## src/rtl/uart_pkg.sv

```systemverilog
// Shared definitions for the UART transmit scheduler.
//   state_e        : scheduler FSM states
//   DEFAULT_DATA_W : default byte width handed to the transmitter
//   clog2()        : ceiling log2 usable in constant expressions
package uart_pkg;

  typedef enum logic [1:0] {
    ST_IDLE,
    ST_START,
    ST_WAIT_DONE,
    ST_GAP
  } state_e;

  localparam int unsigned DEFAULT_DATA_W = 8;

  function automatic int unsigned clog2(input int unsigned v);
    int unsigned r;
    r = 0;
    while ((64'd1 << r) < 64'(v)) r++;
    return r;
  endfunction

endpackage

```

## src/rtl/uart_tx_sched_rr_pick.sv

```systemverilog
// Combinational round-robin picker.
//   req_i   : request vector
//   ptr_i   : index that has highest priority this round
//   win_o   : first set request at or above ptr_i, wrapping modulo NREQ
//   valid_o : at least one request is set
module rr_pick
  import uart_pkg::*;
#(
  parameter int unsigned NREQ = 4,
  parameter int unsigned IW   = clog2(NREQ)
) (
  input  logic [NREQ-1:0] req_i,
  input  logic [IW-1:0]   ptr_i,
  output logic [IW-1:0]   win_o,
  output logic            valid_o
);

  int unsigned idx;

  always_comb begin
    win_o   = '0;
    valid_o = 1'b0;
    idx     = 0;
    for (int unsigned k = 0; k < NREQ; k++) begin
      idx = 32'(ptr_i) + k;
      if (idx >= NREQ) idx = idx - NREQ;
      if (!valid_o && req_i[IW'(idx)]) begin
        valid_o = 1'b1;
        win_o   = IW'(idx);
      end
    end
  end

endmodule

```

## src/rtl/uart_tx_sched.sv

```systemverilog
// Round-robin scheduler sharing one UART transmitter among NREQ producers.
//   clk, reset   : system clock, asynchronous active-low reset
//   req/req_data : per-source request level and byte (source i at [i*DATA_W +: DATA_W])
//   gnt, owner   : one-cycle one-hot grant, index of current/last winner
//   tick         : baud tick from the transmitter
//   tx_data/tx_start/tx_done : byte, start pulse and Done level to/from the transmitter
//   busy         : scheduler not in IDLE
//   err_timeout  : one-cycle pulse when a frame is abandoned for lack of Done
module uart_tx_sched
  import uart_pkg::*;
#(
  parameter int unsigned NREQ          = 4,
  parameter int unsigned DATA_W        = DEFAULT_DATA_W,
  parameter int unsigned GAP_TICKS     = 2,
  parameter int unsigned TIMEOUT_TICKS = 16
) (
  input  logic                     clk,
  input  logic                     reset,
  input  logic [NREQ-1:0]          req,
  input  logic [NREQ*DATA_W-1:0]   req_data,
  output logic [NREQ-1:0]          gnt,
  output logic [clog2(NREQ)-1:0]   owner,
  input  logic                     tick,
  output logic [DATA_W-1:0]        tx_data,
  output logic                     tx_start,
  input  logic                     tx_done,
  output logic                     busy,
  output logic                     err_timeout
);

  localparam int unsigned OW   = clog2(NREQ);
  localparam int unsigned MAXT = (GAP_TICKS > TIMEOUT_TICKS) ? GAP_TICKS : TIMEOUT_TICKS;
  localparam int unsigned CW   = (clog2(MAXT + 1) < 1) ? 1 : clog2(MAXT + 1);
  localparam logic [CW-1:0] TO_CNT  = CW'(TIMEOUT_TICKS);
  localparam logic [CW-1:0] GAP_CNT = CW'(GAP_TICKS);

  state_e              state_q;
  logic [NREQ-1:0]     gnt_q;
  logic                start_q;
  logic                err_q;
  logic [DATA_W-1:0]   data_q;
  logic [OW-1:0]       owner_q;
  logic [OW-1:0]       ptr_q;
  logic [CW-1:0]       cnt_q;
  logic [CW-1:0]       cnt_d;
  logic                done_q;
  logic                done_rise;
  logic [OW-1:0]       ptr_d;
  logic [OW-1:0]       pick_idx;
  logic                pick_valid;
  logic [DATA_W-1:0]   pick_data;

  rr_pick #(
    .NREQ (NREQ),
    .IW   (OW)
  ) u_pick (
    .req_i   (req),
    .ptr_i   (ptr_q),
    .win_o   (pick_idx),
    .valid_o (pick_valid)
  );

  always_comb begin
    pick_data = '0;
    for (int unsigned i = 0; i < NREQ; i++) begin
      if (pick_idx == OW'(i)) pick_data = req_data[i*DATA_W +: DATA_W];
    end
  end

  // Tick counter only ever counts up; saturates rather than wrapping.
  assign cnt_d     = (tick && (cnt_q != '1)) ? cnt_q + CW'(1) : cnt_q;
  assign done_rise = tx_done & ~done_q;
  assign ptr_d     = (owner_q == OW'(NREQ - 1)) ? '0 : owner_q + OW'(1);

  always_ff @(posedge clk or negedge reset) begin
    if (!reset) begin
      state_q <= ST_IDLE;
      gnt_q   <= '0;
      start_q <= 1'b0;
      err_q   <= 1'b0;
      data_q  <= '0;
      owner_q <= '0;
      ptr_q   <= '0;
      cnt_q   <= '0;
      done_q  <= 1'b0;
    end else begin
      done_q  <= tx_done;
      gnt_q   <= '0;
      start_q <= 1'b0;
      err_q   <= 1'b0;
      case (state_q)
        ST_IDLE: begin
          if (pick_valid) begin
            data_q  <= pick_data;
            owner_q <= pick_idx;
            gnt_q   <= NREQ'(1) << pick_idx;
            state_q <= ST_START;
          end
        end
        ST_START: begin
          start_q <= 1'b1;
          cnt_q   <= '0;
          state_q <= ST_WAIT_DONE;
        end
        ST_WAIT_DONE: begin
          // Done edge is tested first so it beats a timeout in the same cycle.
          if (done_rise) begin
            ptr_q   <= ptr_d;
            cnt_q   <= '0;
            state_q <= ST_GAP;
          end else if (cnt_d >= TO_CNT) begin
            err_q   <= 1'b1;
            ptr_q   <= ptr_d;
            cnt_q   <= '0;
            state_q <= ST_GAP;
          end else begin
            cnt_q <= cnt_d;
          end
        end
        ST_GAP: begin
          // With GAP_TICKS=0 the compare is always true: one cycle in GAP.
          if (cnt_d >= GAP_CNT) begin
            cnt_q   <= '0;
            state_q <= ST_IDLE;
          end else begin
            cnt_q <= cnt_d;
          end
        end
        default: state_q <= ST_IDLE;
      endcase
    end
  end

  assign gnt         = gnt_q;
  assign owner       = owner_q;
  assign tx_data     = data_q;
  assign tx_start    = start_q;
  assign err_timeout = err_q;
  assign busy        = (state_q != ST_IDLE);

endmodule

```

## config.mk

```make
export PLATFORM = sky130hd
export DESIGN_NAME = uart_tx_sched
export DESIGN_NICKNAME = d
export VERILOG_FILES = /design/src/rtl/uart_pkg.sv /design/src/rtl/uart_tx_sched_rr_pick.sv /design/src/rtl/uart_tx_sched.sv
export SDC_FILE = /design/constraint.sdc
export NUM_CORES = 1
export LEC_CHECK = 0
export BUFFER_PORTS_ARGS = -buffer_cell sky130_fd_sc_hd__buf_2
export CORE_ASPECT_RATIO = 1.1
export CORE_MARGIN = 1.5
export CORE_UTILIZATION = 50
export DETAILED_ROUTE_END_ITERATION = 16
export GPL_TIMING_DRIVEN = 1
export PLACE_DENSITY = 0.81
export SLEW_MARGIN = 0
export SYNTH_ARGS = -nofsm -noshare
export SYNTH_HDL_FRONTEND = slang
export SYNTH_SLANG_ARGS = --single-unit
```

## constraint.sdc

```tcl
create_clock -name clk -period 7.7 [get_ports clk]
set_clock_uncertainty 0.2 [all_clocks]
set_input_delay 1.155 -clock clk [delete_from_list [all_inputs] [get_ports clk]]
set_output_delay 1.155 -clock clk [all_outputs]
set_load 0.02 [all_outputs]
```

==> results.tsv <==
metric	value	unit
asr flop ratio synth	1.00	
nets	252	
I/O Buffers	56	
Cell Chain, Critical Path	buf_2, nor2b_1, a21oi_1, o221ai_2, mux2i_1, o221ai_1	
Slew HR	0.215	
register area share after synthesis	0.430	
Initial Util	0.535	
setup violators final	0	
Fmax	339	MHz
antenna viol nets, final	0	
total core area	0.00283	mm2
Final WS setup	4.75	ns
DP Worst Slack	4.38	ns
Worst-Margin Slew	1.18	ns
worst hold path endpoint	tx_data[3]	
synthesis-to-layout area growth	22.3	%
first-pass GRT wire length	5.75	mm
top cells by area, synth	dfrtp_1 (43%), mux2i_1 (11%), ha_1 (6.6%)	
Hold Crit Class	flip-flop to flip-flop	
Final Wtd Congestion	0.914	
Comb power frac	0.528	
Cells on Worst Hold Path	2	
Final HPWL DP	2.63	mm
Via Count	1309	
Startpoint Class	input pin	
# fillers	220	
RSZ-0062 raised after global routing	false	
final worst-path cycle share	0.384	
max-slew violations	0	
DRT iter0 DRCs	38	
CTS tree	built	
#FFs+latches synth	26	
vias per std cell	5.55	
die area	0.00336	mm2
most frequent cells in the layout	buf_2 (56), dfrtp_1 (26), nand2_1 (24), mux2i_1 (16), nor2_1 (10)	
Mapped Area	0.00151	mm2
die extent in x	55.4	um
R2R setup slack	5.03	ns
final worst path period need	2.95	ns
CTS Root Cell	clkbuf_4	
setup TNS after final layout	0	ns
Post-synth EDFFs	0	
Psw	0.262	mW
Crit. Startpoint	req[0]	
Worst R2R End	state_q[1]	
Post-CTS Resized	0	
Final Hold Fails	0	
total power	0.607	mW
P per Cell Area	329	mW/mm2
LEAKAGE	1.00	nW
total wire length	3.34	mm
Post-Synthesis Cells	147	
total track usage	0.222	
number of buffers created by CTS	3	
Worst EP required	7.71	ns
Synth area leader	dfrtp_1	
clock share of power	0.116	
Die H	60.7	um
Max Root-Sink Buffers	2	
critical path's top delay family	compound AO/OA/AOI/OAI gates	
FF+latch area	651	um2
most common cell after layout, fill and taps aside	buf_2	
Cell variety after synth	40	
Max stage delay on crit path	0.92	ns
antenna cells	0	
hold_sp	tx_data[3]	
Main synth FF type	dfrtp_1	
H-tree level count	1	
Levels on crit path	6	
Post-CTS Hold Buffers	0	
Critical Path AT	2.97	ns
share of power burned in registers	0.356	
TritonCTS Sinks	26	
drt pass-1 iters	4	
Int Power	0.346	mW
Setup crit end kind	flip-flop	
share of layout cells above drive strength 1	0.330	
maxcap violations	0	
clock-pin slew on the worst setup and hold paths	0.14	ns
synth warn	0	
area of the multi-input gates	817	um2
row count	20	
Crit-path slowest cell	o221ai_2	
Mapped Nets	195	
Setup Fix Bufs, Post-CTS	0	
# IOs	57	
pin count of the biggest net entering global routing	27	
initial antenna violation count	0	
wire length per cell	14.1	um
Yosys top cell area share	0.430	
r2r worst-path depth	8	
status	finished clean	
sw frac	0.431	
Post-route DRC	0	
Worst VDD drop	0.296	mV
Critical Path Fanout Max	17	
worst-skew pair later-pin latency	0.33	ns
grt total ovfl	0	
WP buf/inv	1	
vias in the first global route	1316	
Crit Path Category	input pin to flip-flop	
Mean Syn Cell Area	10.3	um2
Crit Reg-Reg Startpoint	cnt_q[0]	
power groups by stage:
stage / Sequential, mW / Clock [mW] / Combinational (mW)
floorplan: 0.254 / 0 / 0.197
global placement: 0.215 / 0 / 0.308
detailed placement: 0.219 / 0 / 0.325
CTS: 0.215 / 0.0721 / 0.325
global route: 0.222 / 0.0780 / 0.354
finish: 0.216 / 0.0705 / 0.321
worst max-delay path by stage:
stage | to | slack (ns)
after floorplan | state_q[1] | 5.12
after global placement | tx_data[4] | 4.57
after detailed placement | tx_data[3] | 4.38
after CTS | tx_data[3] | 4.76
after global routing | tx_data[3] | 4.60
final | tx_data[3] | 4.75
registers in the layout (all words and copies together), names as in the netlist:
register	flops
ptr_q	2
tx_start	1
cnt_q	5
err_timeout	1
done_q	1
gnt	4
tx_data	8
owner	2
state_q	2
Yosys cell counts (3+ instances only):
master,count
o221ai_1,9
nand2b_1,3
mux2i_1,16
nand2_1,24
inv_1,6
nor2b_1,3
o21ai_0,5
nor2_1,10
ha_1,8
dfrtp_1,26
logic make-up (layout without fill, tap and decap cells):
| family | after synthesis | after routing | synth area share |
|---|---|---|---|
| AND/OR/NAND/NOR | 55 | 55 | 0.190 |
| AO/OA/AOI/OAI | 27 | 27 | 0.135 |
| flip-flops | 26 | 26 | 0.430 |
| multiplexers | 20 | 20 | 0.140 |
| buffers and inverters | 10 | 66 | 0.0331 |
| adder cells (fa/ha/maj) | 8 | 8 | 0.0662 |
| XOR/XNOR | 1 | 1 | 0.00580 |
cell type report:
class / instances / area share
flip-flops and latches: 26 / 0.352
repair buffers: 56 / 0.152
inverters: 6 / 0.0122
multi-input cells: 111 / 0.442
well taps: 33 / 0.0223
clock buffers: 4 / 0.0196
layer usage:
layer,up-vias,global-route usage,share of wire
met1,614,0.240,0.42
met3,7,0.0469,0.061
li1,639,-,-
met4,0,0.0976,0.018
met2,49,0.429,0.50
met5,-,0,0
tightest hold or removal path, stage by stage, from the launching register on:
cell,delay (ns)
dfrtp_1,0.37
nand2_1,0.05
o221ai_1,0.06
through the flow:
step | hold slack, ns | instance area, um2 | util | cells
2_1_floorplan | 0.303 | 1510 | - | 147
3_3_place_gp | 0.264 | 1810 | 0.641 | 232
4_1_cts | 0.315 | 1850 | 0.654 | 236
6_report | 0.309 | 1850 | 0.654 | 236
5_1_grt | 0.330 | 1850 | 0.654 | 236
3_5_place_dp | 0.282 | 1810 | 0.641 | 232
No activity file was read; power rests on OpenSTA's default activity.
